File: src/rtl/wb_arbiter.sv
// Register-file write-port arbiter: merges ALU results and buffered load results
// into one registered write per cycle, with bounded starvation of the load FIFO.
module wb_arbiter #(
  parameter int N        = 64,
  parameter int DEPTH    = 4,
  parameter int MAX_WAIT = 3
) (
  input  logic                     clk,
  input  logic                     reset,
  input  logic                     alu_valid,
  output logic                     alu_ready,
  input  logic [4:0]               alu_wa,
  input  logic [N-1:0]             alu_wd,
  input  logic                     mem_valid,
  output logic                     mem_ready,
  input  logic [4:0]               mem_wa,
  input  logic [N-1:0]             mem_wd,
  output logic                     we3,
  output logic [4:0]               wa3,
  output logic [N-1:0]             wd3,
  output logic [$clog2(DEPTH):0]   pending
);

  localparam int AW = $clog2(DEPTH);
  localparam int WW = $clog2(MAX_WAIT + 1);
  localparam logic [AW:0]   DEPTH_C    = (AW + 1)'(DEPTH);
  localparam logic [WW-1:0] MAX_WAIT_C = WW'(MAX_WAIT);
  localparam logic [4:0]    XZR        = 5'd31;

  typedef enum logic [1:0] {
    SEL_NONE,
    SEL_ALU,
    SEL_FIFO
  } sel_t;

  logic [4:0]    r_fifo_wa [DEPTH];
  logic [N-1:0]  r_fifo_wd [DEPTH];
  logic [AW-1:0] r_wr_ptr;
  logic [AW-1:0] r_rd_ptr;
  logic [AW:0]   r_count;
  logic [WW-1:0] r_wait;
  logic          r_we3;
  logic [4:0]    r_wa3;
  logic [N-1:0]  r_wd3;

  logic          w_empty;
  logic          w_force;
  logic          w_alu_fire;
  logic          w_mem_fire;
  logic          w_alu_write;
  logic          w_push;
  logic          w_pop;
  sel_t          w_sel;
  logic [AW:0]   w_count_next;
  logic [WW-1:0] w_wait_next;

  assign w_empty     = (r_count == '0);
  assign w_force     = (r_wait == MAX_WAIT_C) && !w_empty;
  assign alu_ready   = !w_force;
  // No pass-through: a full FIFO refuses loads even on a cycle it pops.
  assign mem_ready   = (r_count < DEPTH_C);
  assign w_alu_fire  = alu_valid && alu_ready;
  assign w_mem_fire  = mem_valid && mem_ready;
  assign w_alu_write = w_alu_fire && (alu_wa != XZR);
  assign w_push      = w_mem_fire && (mem_wa != XZR);

  always_comb begin
    w_sel = SEL_NONE;
    if (w_force) begin
      w_sel = SEL_FIFO;
    end else if (w_alu_write) begin
      w_sel = SEL_ALU;
    end else if (!w_empty) begin
      w_sel = SEL_FIFO;
    end
  end

  assign w_pop = (w_sel == SEL_FIFO);

  always_comb begin
    w_count_next = r_count;
    case ({w_push, w_pop})
      2'b10:   w_count_next = r_count + 1'b1;
      2'b01:   w_count_next = r_count - 1'b1;
      default: w_count_next = r_count;
    endcase
  end

  always_comb begin
    w_wait_next = r_wait;
    if (w_pop || w_empty) begin
      w_wait_next = '0;
    end else if (r_wait != MAX_WAIT_C) begin
      w_wait_next = r_wait + 1'b1;
    end
  end

  // Payload storage carries no reset so it can map onto distributed RAM.
  always_ff @(posedge clk) begin
    if (w_push) begin
      r_fifo_wa[r_wr_ptr] <= mem_wa;
      r_fifo_wd[r_wr_ptr] <= mem_wd;
    end
  end

  always_ff @(posedge clk or negedge reset) begin
    if (!reset) begin
      r_wr_ptr <= '0;
      r_rd_ptr <= '0;
      r_count  <= '0;
      r_wait   <= '0;
    end else begin
      if (w_push) begin
        r_wr_ptr <= r_wr_ptr + 1'b1;
      end
      if (w_pop) begin
        r_rd_ptr <= r_rd_ptr + 1'b1;
      end
      r_count <= w_count_next;
      r_wait  <= w_wait_next;
    end
  end

  always_ff @(posedge clk or negedge reset) begin
    if (!reset) begin
      r_we3 <= 1'b0;
      r_wa3 <= '0;
      r_wd3 <= '0;
    end else begin
      case (w_sel)
        SEL_ALU: begin
          r_we3 <= 1'b1;
          r_wa3 <= alu_wa;
          r_wd3 <= alu_wd;
        end
        SEL_FIFO: begin
          r_we3 <= 1'b1;
          r_wa3 <= r_fifo_wa[r_rd_ptr];
          r_wd3 <= r_fifo_wd[r_rd_ptr];
        end
        default: r_we3 <= 1'b0;
      endcase
    end
  end

  assign we3     = r_we3;
  assign wa3     = r_wa3;
  assign wd3     = r_wd3;
  assign pending = r_count;

endmodule

File: config.mk
export PLATFORM = sky130hd
export DESIGN_NAME = wb_arbiter
export DESIGN_NICKNAME = d
export VERILOG_FILES = /design/src/rtl/wb_arbiter.sv
export SDC_FILE = /design/constraint.sdc
export NUM_CORES = 1
export LEC_CHECK = 0
export CORE_MARGIN = 5
export CORE_UTILIZATION = 55
export CTS_BUF_LIST = sky130_fd_sc_hd__clkbuf_8
export CTS_CLUSTER_DIAMETER = 30
export DETAILED_ROUTE_END_ITERATION = 10
export PLACE_DENSITY = 0.89
export SLEW_MARGIN = 40
export SYNTH_ARGS = -nofsm -noshare
export SYNTH_HDL_FRONTEND = slang
export SYNTH_SLANG_ARGS = --single-unit
File: constraint.sdc
create_clock -name clk -period 3.8 [get_ports clk]
set_input_delay 0.57 -clock clk [delete_from_list [all_inputs] [get_ports clk]]
set_output_delay 0.57 -clock clk [all_outputs]
set_load 0.02 [all_outputs]
==> impl_metrics.ini, run 1 <==
[placed_design]
place_hpwl_mm = 17.9
portBuffers = 216
gp_congestion = 0.738

[cells_and_area]
nets = 1059
post-route-util_pct = 72.2
syn_to_final_growth_pct = 28.8
drive_above_1_share_pct = 20.5
fill_cells = 1470

[floorplan]
rows = 57
num_io_pins = 217
start_util_pct = 56.1
fp.dieH_um = 168
core_mm2 = 0.0244
die-area_mm2 = 0.0281
die_w_um = 168

[clocking]
clock_path_buffers = 3
hold_buffers = 0
cts_max_level = 3
cts_resized = 0
numCtsBuffers = 69
cts_root_buffer = clkbuf_8
cts_sinks = 355
postCtsSetupRepairBufs = 0
clk_pin_slew_ns = 0.06
cts_tree = yes
clkLatencyLatePin_ns = 0.56

[timing]
max_freq_mhz = 342
report.final.slew_viol_count = 0
final-setup-viol-count = 0
tightest_slew_ns = 0.752
layout_min_cycle_time_ns = 2.92
period_share_pct = 76.9
clock_skew_ns = 0.0256
setup_tns_ns = 0
hold_viol = 0
rsz0062_at_grt = no
slew_headroom_pct = 49.9

[pwr]
fin_total_pwr_w = 0.0139
p_seq_share_pct = 40.3
p_sw_w = 0.00433
p_leak_nw = 6.15
ir_drop_v = 0.000496
p_int_w = 0.00955
p_per_area_mw_per_mm2 = 787
comb_power_share_pct = 31.9
clock_power_share_pct = 27.8
sw_frac_of_total_pct = 31.2

[worst_setup_path]
crit_fanout = 68
required_ns = 4.23
crit_path_end_kind = register
r2r_slack_ns = 0.88
startpoint_type = register
crit_arrival_ns = 3.35
critical_path_class = reg2reg

[yosys]
yosys-top-cells-area = edfxtp_1, dfrtp_1, mux4_2
ys_seq_area_share_pct = 75.0
synth_top_cell_by_area = edfxtp_1
syn_area_mm2 = 0.0137
yosysWarnings = 0
netlist_instances = 658
synth-seq-cells = 355
synth.top_cell.area_share_pct = 60.6
synth.avg_cell_area_um2 = 20.8
syn_nets = 808
synth_cell_types = 29

[global_routing]
grt_pass1_vias = 8204
grt_max_degree = 80
grt_overflow = 0
antenna_found_initial = 2
grt_pass1_wl_mm = 46.2
track_usage_pct = 21.0

[worst_hold_path]
hold_class = in2async

[routing]
drtAntennaViolNets = 0
finalWirelength_mm = 29.2
drc = 0
viasPerCell = 5.86
drt_pass1_iterations = 5
drt-initial-drc-count = 643
via_count = 7566
wl_per_cell_um = 22.6

[run_status]
status = finished clean

[job]
drv_cap = 0
-- final timing paths --
check,cells after the start,from,end
worst max-delay path,7,pending[1],wd3[29]
worst min-delay path,1,reset,wd3[1]
worst max register to register,7,pending[1],wd3[29]
worst min register to register,1,wd3[52],wd3[52]
max in group asynchronous,1,reset,r_rd_ptr[0]
min in group clk,1,wd3[52],wd3[52]
-- Yosys cell counts (all sizes together) --
library cell and n:
o21ba 1, mux4 69, nand2b 2, nor3 3
o21ai 2, ha 7, nor3b 68, nor2b 1
a221o 68, fa 1, xnor2 4, o211a 1
clkbuf 34, and2 4, nor2 2, dfrtp 79
nand3 2, edfxtp 276, a22oi 1, xor2 3
mux2 1, inv 8, mux2i 1, nand2 6
buf 14
-- logic make-up (layout without fill, tap and decap cells) --
group | count (synthesis) | count (layout) | synth area share, %
flops | 355 | 355 | 75.0
simple gates | 88 | 88 | 4.45
compound gates | 73 | 73 | 5.25
mux | 71 | 71 | 11.5
buf+inv | 56 | 363 | 2.47
fa+ha+maj | 8 | 8 | 0.787
xor+xnor | 7 | 7 | 0.448
other cells | 0 | 2 | 0
-- state kept, by name (all words and copies together) (netlist names) --
| signal | cells |
|---|---|
| r_fifo_wd | 256 |
| wa3 | 5 |
| r_wr_ptr | 2 |
| pending | 3 |
| r_wait | 2 |
| r_fifo_wa | 20 |
| r_rd_ptr | 2 |
| wd3 | 64 |
| we3 | 1 |
-- critical path: stages, from the launching register on --
cell and delay, ns:
dfrtp_1 0.42, nor3_1 0.46, nand2b_1 0.22, nand2b_1 0.10
ha_4 0.75, nor2b_4 0.07, buf_4 0.32, a221o_1 0.39
-- power groups by stage --
stage	clock, W	sequential [W]	combinational, W
floorplan	0	0.00589	0.00259
global placement	0	0.00569	0.00425
detailed placement	0	0.00565	0.00448
CTS	0.00394	0.00559	0.00448
global route	0.00418	0.00568	0.00473
finish	0.00386	0.00559	0.00443
-- final cells by class --
class                           instances  area, um2  share of cell area [%]
Inverter                                8       30.0                   0.170
Clock buffer                           77       1060                    6.01
Antenna cell                            2       5.00                  0.0284
Sequential cell                       355      10300                    58.3
Tap cell                              324        405                    2.30
Timing Repair Buffer                  228       2340                    13.3
Clock inverter                         50        399                    2.27
Multi-Input combinational cell        247       3110                    17.6
-- cell usage in the layout, fill, tap and decap left out, drive strengths merged, types with 2 or more instances in the layout --
master,n
a221o,68
and2,4
buf,12
bufinv,5
clkbuf,78
clkdlybuf4s50,215
clkinv,13
clkinvlp,9
dfrtp,79
diode,2
edfxtp,276
ha,7
inv,31
mux4,69
nand2,6
nand2b,2
nand3,2
nor2,2
nor3,3
nor3b,68
o21ai,2
xnor2,4
xor2,3
-- stage by stage --
stage | std cells | setup slack (ns) | hold slack (ns) | cell area (um2)
4_1_cts | 1289 | 0.927 | 0.0864 | 17600
6_report | 1291 | 0.877 | 0.0647 | 17600
3_3_place_gp | 1161 | 0.679 | 0.497 | 16100
3_5_place_dp | 1162 | 0.569 | 0.502 | 16200
2_1_floorplan | 658 | 0.761 | 0.274 | 13700
5_1_grt | 1291 | 0.739 | 0.0847 | 17600
-- layer usage --
metal	wire length [um]	part of all wire (%)	vias to the layer above	global-route usage [%]
met5	0	0	-	0
met4	787	2.7	0	8.26
met3	2020	6.9	60	4.76
met2	14800	51	352	34.7
met1	11700	40	3880	27.6
li1	-	-	3274	-
(Power assumes the default switching activity.)
==> run 2, diff against run 1 <==
Clock period 3.8 ns to 2.85 ns, I/O delays scaled along.
==> run 2 against run 1 <==
  * Final cell count increased by 0.31%
  * Register-to-register slack got worse by 0.38 ns
  * First-iteration DRC count fell by 12%
  * Routed wire length rose by 5.4%
  * Critical path depth decreased by 4
  * Clock-buffer cell count up 2
  * Die area did not move
  * Clock power increased by 52%
  * Global-route usage grew 0.90 points
  * Non-clock buffer count up 9
  * Critical endpoint is now alu_ready
  * Highest routed layer unchanged
==> impl_metrics.ini, run 2 (synthesis results as in run 1) <==
[run_status]
status = finished clean

[worst_setup_path]
crit_path_end_kind = primary output
r2r_end = wd3[8]
critical_path_class = reg2out
path_cells = nor3_2, nand2b_1, clkdlybuf4s50_1
reg2reg_depth = 8
crit_end = alu_ready
startpoint_type = register
required_ns = 2.42
startpoint = pending[1]
slowest_delay_ns = 0.63
r2r-start = pending[1]
r2r_slack_ns = 0.50
crit_arrival_ns = 2.14
crit_fanout = 4
slowest_stage = clkdlybuf4s50_1

[clocking]
cts_root_buffer = clkbuf_8
postCtsSetupRepairBufs = 0
cts_tree = yes
clk_pin_slew_ns = 0.07
clkLatencyLatePin_ns = 0.56
cts_sinks = 355
numCtsBuffers = 67
clock_path_buffers = 3
cts_max_level = 3

[routing]
drt-initial-drc-count = 567
via_count = 7647
viasPerCell = 5.91
drtAntennaViolNets = 0
drt_pass1_iterations = 5
finalWirelength_mm = 30.8
wl_per_cell_um = 23.8
drc = 0

[cells_and_area]
nets = 1066
drive_above_1_share_pct = 21.3
fill_cells = 1423
mostFrequentLayoutCell = edfxtp_1
syn_to_final_growth_pct = 31.5
layout_common_cells = edfxtp_1, clkdlybuf4s50_1, clkbuf_8
top_register = r_fifo_wd
largest_reg_flops = 256

[pwr]
p_sw_w = 0.00584
p_per_area_mw_per_mm2 = 1080
sw_frac_of_total_pct = 30.0
p_leak_nw = 6.29
comb_power_share_pct = 32.2
clock_power_share_pct = 30.2
p_seq_share_pct = 37.6
ir_drop_v = 0.000708
p_int_w = 0.0136

[floorplan]
num_io_pins = 217
fp.dieH_um = 168
die-area_mm2 = 0.0281
start_util_pct = 56.1
die_w_um = 168
rows = 57
core_mm2 = 0.0244

[timing]
layout_min_cycle_time_ns = 2.56
setup_ws_ns = 0.286
period_share_pct = 90.0
clock_skew_ns = 0.0296
slew_headroom_pct = 51.5
hold_viol = 0
rsz0062_at_grt = no
tightest_slew_ns = 0.728
timing.hold.ws_ns = 0.471
report.final.slew_viol_count = 0
setup_tns_ns = 0
max_freq_mhz = 390
final-setup-viol-count = 0

[placed_design]
gp_congestion = 0.739
place_hpwl_mm = 18.5
place_ws_ns = 0.0933
portBuffers = 216

[job]
drv_cap = 0

[global_routing]
antenna_found_initial = 2
grt_pass1_wl_mm = 47.8
grt_pass1_vias = 8308
grt_max_degree = 88
grt_overflow = 0
track_usage_pct = 21.9

[worst_hold_path]
hold_class = in2async
==> run 2: cell count changes in the layout (fill, tap and decap cells not counted), sizes merged <==
cell and delta:
buf +9, bufinv +8, clkbuf +1, clkinv -2, clkinvlp -5, dlygate4sd3 +1, inv -8
==> run 2: worst min path at each step <==
stage	startpoint	to	slack [ns]	cells past startpoint
2_1_floorplan	reset	pending[0]	0.13	0
6_report	reset	wd3[17]	0.47	2
5_1_grt	mem_wd[11]	r_fifo_wd[2][11]	0.47	1
3_5_place_dp	wd3[31]	wd3[31]	0.50	1
4_1_cts	mem_wd[11]	r_fifo_wd[0][11]	0.45	1
3_3_place_gp	wd3[12]	wd3[12]	0.50	1
==> run 2: critical path, delay by kind of cell (launching register included) <==
family                 cells  cell delay, ns
buffers and inverters      1            0.63
DFF                        1            0.41
and+or+nand+nor            2            0.54
==> run 2: area by class of cell <==
class                   instances  area [um2]  share of cell area (%)
flip-flops and latches        355       10300                    57.1
clock inverters                43         549                    3.05
multi-input cells             247        3110                    17.3
clock buffers                  79        1090                    6.04
inverters                       8        30.0                   0.167
well taps                     324         405                    2.25
diodes                          2        5.00                  0.0278
repair buffers                237        2530                    14.1
==> run 2: repair_timing <==
item | 4_1_cts | 5_1_grt
hold endpoints to repair | 47 | 0
resized for setup | 0 | 1
hold buffers | 1 | 0
endpoints found under the setup margin | 0 | 1
==> run 2: metal layers <==
metal | global-route usage [%] | vias up | part of all wire (%)
li1 | - | 3286 | -
met1 | 28.2 | 3946 | 39
met2 | 36.8 | 348 | 52
met3 | 4.69 | 67 | 6.5
met4 | 8.79 | 0 | 3.1
met5 | 0 | - | 0
==> run 2: power by group through the flow <==
stage                     Combinational [W]  Sequential [W]  Clock, W
final                               0.00627         0.00731   0.00588
after detailed placement            0.00629         0.00738         0
after CTS                           0.00637         0.00731   0.00599
after global placement              0.00612         0.00733         0
after global routing                0.00670         0.00742   0.00627
after floorplan                     0.00345         0.00783         0
==> run 2: stage by stage <==
step	utilization (%)	cells	cell area [um2]	total power (W)
2_1_floorplan	-	658	13700	0.0113
3_3_place_gp	67.0	1170	16300	0.0135
3_5_place_dp	67.0	1170	16300	0.0137
4_1_cts	73.7	1293	18000	0.0197
5_1_grt	73.8	1295	18000	0.0204
6_report	73.8	1295	18000	0.0195
==> run 3, diff against run 2 <==
Settings changed: CAP_MARGIN from default to 0.
Clock period 2.85 ns to 2.6 ns, I/O delays scaled along.
==> run 3 against run 2 <==
  * Sequential power is 11% higher
  * Hold slack worse by 0.20 ns
  * Final area is 0.61% lower
  * Via count is 0.29% lower
  * Flip-flop and latch count stayed put
  * Register-to-register slack worse by 0.20 ns
  * Critical path depth stayed put
  * Clock skew is 0.0064 ns lower
  * Total power is 6.6% higher
  * Clock-buffer cell count is 5 lower
==> impl_metrics.ini, run 3 (synthesis results as in run 1) <==
[run_status]
status = finished clean

[placed_design]
place_ws_ns = -0.0647
portBuffers = 216
place_hpwl_mm = 19.2
gp_congestion = 0.748

[routing]
drtAntennaViolNets = 0
drt_pass1_iterations = 5
drt-initial-drc-count = 612
via_count = 7625
finalWirelength_mm = 30.4
viasPerCell = 5.84
wl_per_cell_um = 23.2
drc = 0

[worst_setup_path]
path_cells = nor3_2, nand2b_1, clkdlybuf4s50_1
path_buf_inv = 1
crit_path_end_kind = primary output
required_ns = 2.21
slowest_stage = clkdlybuf4s50_1
slowest_delay_ns = 0.63
path_delay_family = buffers and inverters
critical_path_class = reg2out
crit_fanout = 4
startpoint_type = register
crit_arrival_ns = 2.11

[clocking]
numCtsBuffers = 67
clock_path_buffers = 3
cts_root_buffer = clkbuf_8
cts_max_level = 3
cts_sinks = 355
clkLatencyLatePin_ns = 0.55
cts_tree = yes
postCtsSetupRepairBufs = 0
clk_pin_slew_ns = 0.06

[cells_and_area]
drive_above_1_share_pct = 21.7
nets = 1077
n_antenna_cell = 0
mostFrequentLayoutCell = edfxtp_1
largest_reg_flops = 256
syn_to_final_growth_pct = 30.7
layout_common_cells = edfxtp_1, clkdlybuf4s50_1, dfrtp_1
top_register = r_fifo_wd

[floorplan]
die-area_mm2 = 0.0281
start_util_pct = 56.1
die_w_um = 168
rows = 57
fp.dieH_um = 168
core_mm2 = 0.0244
num_io_pins = 217

[pwr]
p_leak_nw = 6.28
p_per_area_mw_per_mm2 = 1160
fin_total_pwr_w = 0.0208
ir_drop_v = 0.000662

[timing]
final-setup-viol-count = 0
layout_min_cycle_time_ns = 2.50
period_share_pct = 96.0
setup_tns_ns = 0
tightest_slew_ns = 0.496
max_freq_mhz = 401
setup_ws_ns = 0.104
rsz0062_at_grt = no
clock_skew_ns = 0.0232
slew_headroom_pct = 67.0
hold_viol = 0
report.final.slew_viol_count = 0

[global_routing]
antenna_found_initial = 0
track_usage_pct = 21.7
grt_max_degree = 70
grt_pass1_wl_mm = 47.0
grt_overflow = 0
grt_pass1_vias = 8198

[job]
drv_cap = 0

[worst_hold_path]
hold_class = in2async
==> run 3: area by class of cell <==
type                    count  area (um2)
flip-flops and latches    355       10300
repair buffers            248        2590
well taps                 324         405
fillers                  1437        6510
multi-input cells         247        3110
clock inverters            50         457
inverters                   8        30.0
clock buffers              74        1020
==> run 3: power breakdown <==
part / switching (W) / total (W) / internal [W]
sequential: 0.000662 / 0.00808 / 0.00741
clock: 0.00231 / 0.00577 / 0.00346
combinational: 0.00339 / 0.00691 / 0.00352
==> run 3: stage by stage <==
step	instance area, um2	cells	util (%)	hold WS (ns)
2_1_floorplan	13700	658	-	0.0944
3_3_place_gp	16400	1181	67.2	0.289
3_5_place_dp	16400	1181	67.2	0.296
4_1_cts	17900	1306	73.3	0.246
5_1_grt	17900	1306	73.3	0.255
6_report	17900	1306	73.3	0.267
==> run 3: per-layer routing <==
metal  routed length (um)  part of all wire [%]  global-route usage (%)  vias to the layer above
met1                11500                    38                    27.7                     3905
met4                  805                   2.7                    7.87                        0
met5                    0                     0                       0                        -
met3                 2290                   7.5                    5.61                       65
met2                15700                    52                    36.4                      339
li1                     -                     -                       -                     3316
==> run 3: worst paths after layout <==
path                       startpoint               end  slack (ns)  depth (start not counted)
min                             reset           wd3[16]        0.27                          2
min in group clk           mem_wd[29]  r_fifo_wd[2][29]        0.47                          1
max reg2reg                pending[0]           wd3[40]        0.30                          7
min reg2reg                   wd3[43]           wd3[43]        0.51                          1
max                        pending[0]         alu_ready        0.10                          3
max in group asynchronous       reset           wd3[54]        1.60                          3
==> run 3: repair_timing <==
action | CTS | global route
endpoints found under the setup margin | 1 | 0
resized for setup | 1 | 0
hold buffers | 1 | 0
endpoints found under the hold margin | 16 | 0
